==> src/rtl/fpu_sub_arbiter.sv <==
// Round-robin arbiter sharing one combinational FP32 subtract datapath among NREQ requesters.
// One op in flight; response appears DP_LATENCY cycles after accept and is held until resp_ready.
module fpu_sub_arbiter #(
  parameter int NREQ       = 2,
  parameter int WIDTH      = 32,
  parameter int DP_LATENCY = 1
) (
  input  logic                      CLK,
  input  logic                      nRST,
  input  logic [NREQ-1:0]           req_valid,
  output logic [NREQ-1:0]           req_ready,
  input  logic [NREQ-1:0]           req_op,
  input  logic [NREQ*WIDTH-1:0]     req_a,
  input  logic [NREQ*WIDTH-1:0]     req_b,
  output logic                      resp_valid,
  input  logic                      resp_ready,
  output logic [$clog2(NREQ)-1:0]   resp_id,
  output logic [WIDTH-1:0]          resp_result,
  output logic                      resp_overflow,
  output logic                      resp_underflow,
  output logic [WIDTH-1:0]          dp_data1,
  output logic [WIDTH-1:0]          dp_data2,
  input  logic [WIDTH-1:0]          dp_result,
  input  logic                      dp_overflow,
  input  logic                      dp_underflow
);

  localparam int IDW = $clog2(NREQ);
  localparam int CW  = ($clog2(DP_LATENCY + 1) < 1) ? 1 : $clog2(DP_LATENCY + 1);

  typedef enum logic [1:0] {IDLE, EXEC, RESP} state_t;

  state_t           state, state_next;
  logic [IDW-1:0]   rr_ptr;
  logic [IDW-1:0]   gnt_idx;
  logic             gnt_found;
  logic [CW-1:0]    cnt;
  logic             accept, sample, done;
  logic [WIDTH-1:0] gnt_a, gnt_b;

  // Search upward from rr_ptr, wrapping, for the first valid requester.
  always_comb begin : grant_search
    int             sum;
    logic [IDW-1:0] idx;
    gnt_found = 1'b0;
    gnt_idx   = '0;
    sum       = 0;
    idx       = '0;
    for (int k = 0; k < NREQ; k++) begin
      sum = int'(rr_ptr) + k;
      if (sum >= NREQ) sum = sum - NREQ;
      idx = IDW'(sum);
      if (!gnt_found && req_valid[idx]) begin
        gnt_found = 1'b1;
        gnt_idx   = idx;
      end
    end
  end

  always_comb begin
    req_ready = '0;
    if (state == IDLE && gnt_found) req_ready[gnt_idx] = 1'b1;
  end

  assign gnt_a = req_a[gnt_idx*WIDTH +: WIDTH];
  // Add becomes subtract of the negated operand B.
  assign gnt_b = req_b[gnt_idx*WIDTH +: WIDTH] ^ {req_op[gnt_idx], {(WIDTH-1){1'b0}}};

  always_ff @(posedge CLK) begin
    if (!nRST) state <= IDLE;
    else       state <= state_next;
  end

  always_comb begin
    state_next = state;
    accept     = 1'b0;
    sample     = 1'b0;
    done       = 1'b0;
    case (state)
      IDLE: if (gnt_found) begin
        accept     = 1'b1;
        state_next = EXEC;
      end
      EXEC: if (cnt == '0) begin
        sample     = 1'b1;
        state_next = RESP;
      end
      RESP: if (resp_ready) begin
        done       = 1'b1;
        state_next = IDLE;
      end
      default: state_next = IDLE;
    endcase
  end

  always_ff @(posedge CLK) begin
    if (!nRST) begin
      rr_ptr         <= '0;
      cnt            <= '0;
      resp_valid     <= 1'b0;
      resp_id        <= '0;
      resp_result    <= '0;
      resp_overflow  <= 1'b0;
      resp_underflow <= 1'b0;
      dp_data1       <= '0;
      dp_data2       <= '0;
    end else begin
      if (accept) begin
        dp_data1 <= gnt_a;
        dp_data2 <= gnt_b;
        resp_id  <= gnt_idx;
        rr_ptr   <= (gnt_idx == IDW'(NREQ - 1)) ? '0 : gnt_idx + 1'b1;
        cnt      <= CW'(DP_LATENCY - 1);
      end
      if (state == EXEC && cnt != '0) cnt <= cnt - 1'b1;
      if (sample) begin
        resp_result    <= dp_result;
        resp_overflow  <= dp_overflow;
        resp_underflow <= dp_underflow;
        resp_valid     <= 1'b1;
      end
      if (done) resp_valid <= 1'b0;
    end
  end

endmodule

==> config.mk <==
export PLATFORM = sky130hd
export DESIGN_NAME = fpu_sub_arbiter
export DESIGN_NICKNAME = d
export VERILOG_FILES = /design/src/rtl/fpu_sub_arbiter.sv
export SDC_FILE = /design/constraint.sdc
export NUM_CORES = 1
export LEC_CHECK = 0
export BUFFER_PORTS_ARGS = -buffer_cell sky130_fd_sc_hd__buf_4
export CAP_MARGIN = 20
export CELL_PAD_IN_SITES_DETAIL_PLACEMENT = 0
export CELL_PAD_IN_SITES_GLOBAL_PLACEMENT = 1
export CORE_MARGIN = 2
export CORE_UTILIZATION = 30
export DETAILED_ROUTE_END_ITERATION = 7
export GPL_TIMING_DRIVEN = 0
export PLACE_DENSITY_LB_ADDON = 0.1
export SYNTH_ARGS = -nofsm -noshare
export SYNTH_HDL_FRONTEND = slang
export SYNTH_SLANG_ARGS = --single-unit
==> constraint.sdc <==
create_clock -name CLK -period 1.7 [get_ports CLK]
set_input_delay 0.17 -clock CLK [delete_from_list [all_inputs] [get_ports CLK]]
set_output_delay 0.17 -clock CLK [all_outputs]
set_load 0.1 [all_outputs]
==> metrics <==
Rows=44; worst reg2reg startpoint=state[1]$_SDFFE_PN0P_; top-count cell post-synth=dfxtp_1; Worst Max-Slew Pin Slew=0.7396 ns; crit path DAT=1.51 ns; IO Count=271; Leakage=3.055 nW; wire per inst=18.48 µm; largest net degree at the start of global routing=19; Die ar.=16010 µm²; # diodes=0; cell count after synthesis=561; CTS Buf Count=9; slowest stage cell, crit path=dfxtp_4; area delta synth->final=59.79%; DP Worst Slack=-0.2929 ns; Syn Nets=730; setup ws final=0.02242 ns; crit end category=primary output; mapped cell area=4503 µm²; Hold Path Class=in -> reg; DRT iter0 DRCs=235; PortBufs=270; DIE WIDTH=126.5 µm; Skew-Pair Late Insertion Delay=0.35 ns; top cell type's share of synthesized area=46.24%; # DRC=0; #FFs+latches synth=104; CP Buf/Inv Count=3; RSZ-0062 raised after global routing=yes; commonest cells in the synthesized netlist=dfxtp_1, nand2_1, o21ai_0; grt total ovfl=0; worst setup path start=state[0]$_SDFFE_PN0P_; Die Y=126.5 µm; final core utilization=49.32%; Max Fclk=596.1 MHz; Req. time, crit path=1.53 ns; clk_skew=0.003446 ns; first-pass GRT wire length=29160 µm; Post-synth top flop=dfxtp_1; final setup fails=0; final net count=1015; htree depth=3; final non-filler cell total=1035; Netlist cell types=26; leading area contributor after synthesis=dfxtp_1; Setup CP Type=reg -> out; pwr/cell area=1126 nW/µm²; Root Driver=clkbuf_16; Max Cap Viol=0; critical-path cell list=a211oi_4 > buf_6 > nand2_4 > clkinvlp_4 > buf_12; Core Box Area=14590 µm²; fin area=7196 µm²; critical hold path startpoint=dp_result[29]; initial antenna violation count=0; VDD IR max=433.1 µV; All-Layer GR Usage=23.01%; share of layout cells above drive strength 1=39.84%; placed cell area=6768 µm²; CP top delay family=buffers and inverters; minimum clock period=1.678 ns; antenna viol nets, final=0; sequential area share after synthesis=46.24%; TritonCTS clock tree=yes; Post-synth ARST share=0%; Hold-fix buffers, CTS=0; Bufs on Longest Clock Path=2; vias in the first global route=5372; Avg Cell Area, Syn=8.027 µm²; final hold violations=0; Period Utilization, post-route=98.68%; dominant cells by area after synthesis=dfxtp_1, a31oi_1, nand4_1, o21ai_0, nand3_1; Vias/cell=5.337; status=finished, final reports clean; Pre-antenna DRT Iters=4; Sink Count=104; EDFF count, synth=0; DR vias=5524; Clock transition at path regs=0.07 ns; Final Max Slew Viols=0; Initial Util=30.87%; RePlAce Congestion=0.7778; Setup crit start kind=flop; Rel. slew slack=50.69%; Detailed Route WL=19120 µm; worst-path maximum fanout=6; hpwl dp=14020 µm; Crit path largest cell delay=0.37 ns; Yosys warnings=0; Inst Count DP=1015
-- layer usage --
| metal | vias up | GRT usage [%] | routed length [µm] |
|---|---|---|---|
| li1 | 2640 | - | - |
| met1 | 2616 | 29.39 | 8024 |
| met2 | 239 | 37.56 | 9052 |
| met3 | 29 | 5.652 | 1537 |
| met4 | 0 | 8.727 | 510 |
| met5 | - | 0 | 0 |
-- repair_timing --
item | 4_1_cts | 5_1_grt
endpoints found under the setup margin | 15 | 49
buffers inserted | 6 | 2
gates resized for setup | 21 | 10
pin swaps | 1 | 1
-- metrics by stage --
stage	setup TNS, ns	hold WS [ns]	power (mW)
global placement	-0.4822	0.4186	5.900
detailed placement	-0.5778	0.4256	5.933
CTS	-0.003267	0.04620	8.151
finish	0	0.06340	8.104
global route	-0.03133	0.05473	8.419
floorplan	0	0.3060	4.992
-- layout by cell type, fill, tap and decap left out, types with 3 or more instances in the layout --
cell        instances
a21oi_1            40
a31oi_1            63
buf_2              18
buf_4             275
buf_6              10
clkbuf_1           30
clkbuf_16           9
clkbuf_2            5
clkinvlp_4          4
dfxtp_1           101
nand2_1            69
nand3_1            63
nand4_1            63
nor2_1              3
o21ai_0            67
-- where the power goes --
part	total, mW	switching (mW)	leakage, nW	internal (mW)
sequential	2.76	0.115	0.856	2.65
combinational	3.18	2.31	2.05	0.863
clock	2.17	0.977	0.145	1.19
-- cell type report --
cell class                      instances  area (µm²)
Clock buffer                           10       239.0
Multi-Input combinational cell        385        2074
Tap cell                              184       230.2
Clock inverter                          6       67.56
Inverter                                4       22.52
Fill cell                            1496        7393
Buffer                                 64       354.1
Sequential cell                       104        2091
Timing Repair Buffer                  278        2117
-- flip-flops by register name, indices dropped and copies added, names as in the netlist, 2 cells and up --
name         flops
dp_data1        32
state            2
resp_result     32
dp_data2        32
-- worst reg2reg max path, cell delays in order (launching register included) --
cell     delay, ns
dfxtp_4       0.37
nor2_2        0.16
buf_6         0.13
buf_4         0.23
buf_2         0.30
nand4_1       0.14
a31oi_1       0.20
-- kinds of logic (layout without fill, tap and decap cells) --
group                  count (synthesis)  in the layout  synth area share (%)
AO/OA/AOI/OAI                        174            174                 21.62
XOR/XNOR                               2              2                0.3891
buffers and inverters                 72            362                 8.336
flip-flops                           104            104                 46.24
AND/OR/NAND/NOR                      209            209                 23.42
-- final timing paths --
check | endpoint | slack, ns | depth (start not counted)
max | req_ready[0] | 0.02 | 5
max reg2reg | dp_data1[5]$_SDFFE_PN0N_ | 0.09 | 6
min reg2reg | resp_result[2]$_SDFFE_PN0P_ | 0.46 | 2
min | resp_result[29]$_SDFFE_PN0P_ | 0.06 | 3
Note: power is estimated with default switching activity, not from simulation.
